**config.mk**
```make
export PLATFORM = sky130hd
export DESIGN_NAME = prog_loader
export DESIGN_NICKNAME = d
export VERILOG_FILES = /design/src/rtl/prog_loader.sv
export SDC_FILE = /design/constraint.sdc
export NUM_CORES = 1
export LEC_CHECK = 0
export ABC_AREA = 1
export BUFFER_PORTS_ARGS = -buffer_cell sky130_fd_sc_hd__buf_2
export CORE_MARGIN = 2
export CORE_UTILIZATION = 30
export CTS_CLUSTER_SIZE = 30
export DETAILED_ROUTE_END_ITERATION = 6
export GPL_TIMING_DRIVEN = 0
export PLACE_DENSITY_LB_ADDON = 0.1
export RECOVER_POWER = 100
export SYNTH_ARGS = -nofsm -noshare
export SYNTH_HDL_FRONTEND = slang
export SYNTH_SLANG_ARGS = --single-unit
```
**constraint.sdc**
```tcl
create_clock -name clk -period 2.3 [get_ports clk]
set_input_delay 0.345 -clock clk [delete_from_list [all_inputs] [get_ports clk]]
set_output_delay 0.345 -clock clk [all_outputs]
set_load 0.02 [all_outputs]
```
**src/rtl/prog_loader.sv**
```systemverilog
// prog_loader: streaming boot loader that fills NUM_CHANNELS BRAMs from a valid/ready word stream, then releases the CPU.
// Ports:
//   clk       - system clock, rising edge
//   rst       - asynchronous active-low reset
//   start     - one-cycle pulse beginning a load (honoured in IDLE/DONE/ERROR)
//   s_valid   - stream word valid
//   s_data    - stream word (per channel: header with count in [15:0], then payload)
//   s_ready   - loader accepts s_data this cycle (depends on state only)
//   w_addr    - BRAM byte address (word_idx*4)
//   w_dat     - BRAM write data, shared by all channels
//   w_enb     - one-hot per-channel write enable, single-cycle pulse per word
//   cpu_stall - holds the CPU until every channel is loaded
//   done      - all channels loaded
//   error     - header count exceeded DEPTH_WORDS
//   cur_chan  - channel being loaded (debug)
module prog_loader #(
    parameter int DATA_WIDTH   = 32,
    parameter int ADDR_WIDTH   = 10,
    parameter int NUM_CHANNELS = 2,
    parameter int DEPTH_WORDS  = 256,
    parameter int FILL_ZERO    = 0
) (
    input  logic                            clk,
    input  logic                            rst,
    input  logic                            start,
    input  logic                            s_valid,
    input  logic [DATA_WIDTH-1:0]           s_data,
    output logic                            s_ready,
    output logic [ADDR_WIDTH-1:0]           w_addr,
    output logic [DATA_WIDTH-1:0]           w_dat,
    output logic [NUM_CHANNELS-1:0]         w_enb,
    output logic                            cpu_stall,
    output logic                            done,
    output logic                            error,
    output logic [$clog2(NUM_CHANNELS):0]   cur_chan
);
    localparam int IW = $clog2(DEPTH_WORDS) + 1;
    localparam int CW = $clog2(NUM_CHANNELS) + 1;

    generate
        if (DEPTH_WORDS * 4 > 2 ** ADDR_WIDTH || NUM_CHANNELS < 1) begin : g_bad_params
            $error("prog_loader: DEPTH_WORDS*4 must fit ADDR_WIDTH and NUM_CHANNELS must be >= 1");
        end
    endgenerate

    typedef enum logic [2:0] {IDLE, HEADER, LOAD, FILL, NEXT, DONE, ERROR} state_t;

    state_t          state, state_nx;
    logic [IW-1:0]   n, word_idx;
    logic [15:0]     hdr;
    logic            acc, can_start, last_word, last_chan, fill_end, do_fill;

    assign hdr       = s_data[15:0];
    assign acc       = s_valid & s_ready;
    assign can_start = start && (state == IDLE || state == DONE || state == ERROR);
    assign last_word = IW'(word_idx + 1'b1) == n;
    assign last_chan = cur_chan == CW'(NUM_CHANNELS - 1);
    assign fill_end  = word_idx == IW'(DEPTH_WORDS - 1);
    assign do_fill   = FILL_ZERO != 0 && n < IW'(DEPTH_WORDS);

    always_ff @(posedge clk or negedge rst) begin
        if (!rst) state <= IDLE;
        else      state <= state_nx;
    end

    always_comb begin
        state_nx = state;
        case (state)
            IDLE:    state_nx = can_start ? HEADER : IDLE;
            HEADER:  if (acc) state_nx = {16'd0, hdr} > 32'(DEPTH_WORDS) ? ERROR : hdr == 16'd0 ? NEXT : LOAD;
            LOAD:    if (acc && last_word) state_nx = do_fill ? FILL : NEXT;
            FILL:    state_nx = fill_end ? NEXT : FILL;
            NEXT:    state_nx = last_chan ? DONE : HEADER;
            DONE:    state_nx = can_start ? HEADER : DONE;
            ERROR:   state_nx = can_start ? HEADER : ERROR;
            default: state_nx = IDLE;
        endcase
    end

    always_comb begin
        s_ready   = state == HEADER || state == LOAD;
        done      = state == DONE;
        error     = state == ERROR;
        cpu_stall = state != DONE;
    end

    // Writes are registered: every accepted payload word or fill step shows up on w_* the following cycle.
    always_ff @(posedge clk or negedge rst) begin
        if (!rst) begin
            cur_chan <= '0;
            n        <= '0;
            word_idx <= '0;
            w_enb    <= '0;
            w_addr   <= '0;
            w_dat    <= '0;
        end else begin
            w_enb <= '0;
            if (can_start) cur_chan <= '0;
            if (state == NEXT && !last_chan) cur_chan <= cur_chan + 1'b1;
            if (state == HEADER && acc) begin
                n        <= IW'(hdr);
                word_idx <= '0;
            end
            if ((state == LOAD && acc) || state == FILL) begin
                w_enb    <= NUM_CHANNELS'(1) << cur_chan;
                w_addr   <= ADDR_WIDTH'({word_idx, 2'b00});
                w_dat    <= state == FILL ? '0 : s_data;
                word_idx <= word_idx + 1'b1;
            end
        end
    end
endmodule

```
==> flow_metrics.env <==
export IMPL_status="finished, violations left"
export IMPL_violations="capacitance limit, slew limit"
export IMPL_pwr_share_seq_pct=34.4
export IMPL_tns_ps=0
export IMPL_globalRouteOverflowTotal=0
export IMPL_cts_tree="done"
export IMPL_rows=36
export IMPL_clock_fmax_ghz=0.474
export IMPL_r2r_start="word_idx[0]$_DFFE_PN0P_"
export IMPL_finalNonFillerCells=584
export IMPL_min_period_ps=2110
export IMPL_combinationalPowerShare_pct=42.6
export IMPL_syn_avg_cell_area_sq_um=8.72
export IMPL_gp_congestion=0.907
export IMPL_power_leakage_nw=1.93
export IMPL_hp_class="primary input to flop"
export IMPL_pwr_density_cell_nw_per_um2=1380
export IMPL_ios=86
export IMPL_clkTransAtPathRegs_ps=80
export IMPL_hold_path_endpoint="w_dat[20]$_DFFE_PN0P_"
export IMPL_finalSetupViolations=0
export IMPL_nets=486
export IMPL_vias_per_cell=4.46
export IMPL_path_class="flop to output pin"
export IMPL_p_sw_mw=2.27
export IMPL_postPlaceCellArea_sq_um=3630
export IMPL_syn_to_final_growth_pct=27.5
export IMPL_crit_path_start_kind="flop"
export IMPL_cts_buffers=9
export IMPL_synth_warnings=0
export IMPL_clockBufferDepth=2
export IMPL_switching_share_pct=42.4
export IMPL_dp_hpwl_microns=5570
export IMPL_drc=0
export IMPL_maxCapViolCount=1
export IMPL_port_buffers=83
export IMPL_yosys_area_top_type="dfrtp_1"
export IMPL_core_area_sq_um=9820
export IMPL_power_internal_mw=3.09
export IMPL_die_area_sq_um=11000
export IMPL_synth_area_leaders="dfrtp_1, nand2_1, inv_1"
export IMPL_final_cell_mix="nand2_1, dfrtp_1, clkbuf_1"
export IMPL_synthCells=349
export IMPL_worst_pin_slew_ps=1650
export IMPL_grt_use_total_pct=14.4
export IMPL_power_mw=5.35
export IMPL_clock_power_share_pct=23.0
export IMPL_fillers=1080
export IMPL_grt_max_degree=66
export IMPL_die_w_microns=105
export IMPL_initial_core_util_pct=31.0
export IMPL_synth_top_area_share_pct=53.4
export IMPL_layout_drive_gt1_share_pct=16.9
export IMPL_finalMaxSlewViolations=66
export IMPL_wl_per_cell_microns=13.1
export IMPL_drtPass1Iterations=4
export IMPL_critPathCaptureType="output pin"
export IMPL_cts_sinks=65
export IMPL_routed_wl_microns=7660
export IMPL_grt_pass1_vias=2461
export IMPL_final_area_sq_um=3880
export IMPL_arrival_ps=1760
export IMPL_drtIter0Drc=143
export IMPL_min_delay_start="s_data[20]"
export IMPL_cts_root_buf="clkbuf_8"
export IMPL_crit_required_ps=1960
export IMPL_r2r_cells=15
export IMPL_antenna_found_initial=0
export IMPL_whs_path_depth=2
export IMPL_rr_endpoint="state[2]$_DFFE_PN0P_"
export IMPL_routed_via_count=2605
export IMPL_ys_seq_elements=65
export IMPL_timing_final_hold_violations=0
export IMPL_die_h_microns=105
export IMPL_cp_max_fo=5
export IMPL_worstSkewPairLatency_ps=350
export IMPL_diodes=0
export IMPL_relSlewSlack_pct=-9.94
export IMPL_grt_pass1_wl_microns=12500
export IMPL_finish_utilization_pct=39.5
export IMPL_ys_seq_area_share_pct=53.4
export IMPL_skew_ps=9.18
export IMPL_syn_area_sq_um=3040
export IMPL_peakVddDrop_mv=0.364
export IMPL_htreeDepth=3
export IMPL_ant_nets=0
export IMPL_final_common_cell="nand2_1"
export IMPL_dp_cells=566
export IMPL_rrSetupSlack_ps=210
export IMPL_fin_crit_sh_pct=91.7
export IMPL_synth_distinct_cells=31
-- worst max-delay path by stage --
| stage | startpoint | endpoint | depth (start not counted) |
|---|---|---|---|
| 6_report | state[2]$_DFFE_PN0P_ | s_ready | 6 |
| 5_1_grt | word_idx[0]$_DFFE_PN0P_ | state[2]$_DFFE_PN0P_ | 15 |
| 4_1_cts | word_idx[0]$_DFFE_PN0P_ | state[2]$_DFFE_PN0P_ | 15 |
| 3_5_place_dp | word_idx[1]$_DFFE_PN0P_ | state[2]$_DFFE_PN0P_ | 15 |
| 3_3_place_gp | word_idx[1]$_DFFE_PN0P_ | state[2]$_DFFE_PN0P_ | 15 |
| 2_1_floorplan | word_idx[1]$_DFFE_PN0P_ | state[2]$_DFFE_PN0P_ | 15 |
-- layout make-up --
cell class                      count  area (sq um)  share of cell area, %
Clock inverter                      6           114                   2.93
Tap cell                          133           166                   4.29
Sequential cell                    65          1630                   41.9
Clock buffer                       10           138                   3.55
Inverter                           49           184                   4.74
Multi-Input combinational cell    224          1200                   30.9
Timing Repair Buffer               85           372                   9.58
Buffer                             12          82.6                   2.13
-- Yosys cell counts --
| library cell | n |
|---|---|
| inv_2 | 2 |
| o21bai_1 | 1 |
| dfrtp_1 | 65 |
| ha_1 | 4 |
| a22o_1 | 16 |
| conb_1 | 1 |
| xor2_1 | 2 |
| a2111oi_0 | 1 |
| buf_4 | 3 |
| a32o_1 | 2 |
| o22ai_1 | 5 |
| nand4_1 | 5 |
| nand3_1 | 24 |
| nand2_1 | 84 |
| nand3b_1 | 2 |
| buf_6 | 4 |
| a21oi_1 | 4 |
| o211ai_1 | 1 |
| nand2_2 | 1 |
| nor2_8 | 1 |
| nor2_2 | 2 |
| nor3_1 | 3 |
| o21ai_0 | 29 |
| xnor2_1 | 1 |
| nor2_4 | 1 |
| o21a_1 | 1 |
| inv_1 | 47 |
| clkbuf_1 | 2 |
| buf_2 | 3 |
| o21ai_1 | 7 |
| nor2_1 | 25 |
-- stage by stage --
stage | setup WS [ps] | hold slack (ps)
floorplan | 292 | 49.4
global placement | -126 | 468
detailed placement | -131 | 473
CTS | 11.8 | 138
global route | -0.644 | 204
finish | 191 | 214
-- sequential cells by signal (all words and copies together), names as in the netlist --
signal / count
w_dat: 32
n: 9
word_idx: 9
w_addr: 8
state: 3
cur_chan: 2
w_enb: 2
-- cells by family (layout without fill, tap and decap cells) --
kind of cell	Yosys count	count (layout)	synth area share, %
AO/OA/AOI/OAI	67	67	13.9
XOR/XNOR	3	3	0.863
adder cells (fa/ha/maj)	4	4	1.64
buffers and inverters	61	162	9.00
flip-flops	65	65	53.4
other	1	2	0.123
AND/OR/NAND/NOR	148	148	21.0
-- what timing repair did --
item	CTS	global route
setup buffers	1	1
pin swaps	1	2
endpoints found under the setup margin	2	2
hold buffers	0	0
resized for setup	3	10
-- layer usage --
metal,global-route usage [%],share of wire (%),vias to the layer above
met5,0,0,-
met4,5.71,1.6,0
met3,3.56,5.9,10
met2,20.8,42,80
met1,20.7,50,1175
li1,-,-,1340
-- power by group through the flow --
stage	registers, mW	clock network (mW)	logic [mW]
4_1_cts	1.83	1.26	2.37
2_1_floorplan	2.11	0	1.34
3_5_place_dp	1.85	0	2.34
6_report	1.84	1.23	2.28
3_3_place_gp	1.84	0	2.32
5_1_grt	1.89	1.31	2.59
-- critical path, cell delays in order (launching register included) --
cell and delay, ps:
dfrtp_1 420, nor2_1 170, inv_2 60, nor2_1 340
inv_2 140, nand2_1 110, clkbuf_2 180
No activity file was read; power rests on OpenSTA's default activity.
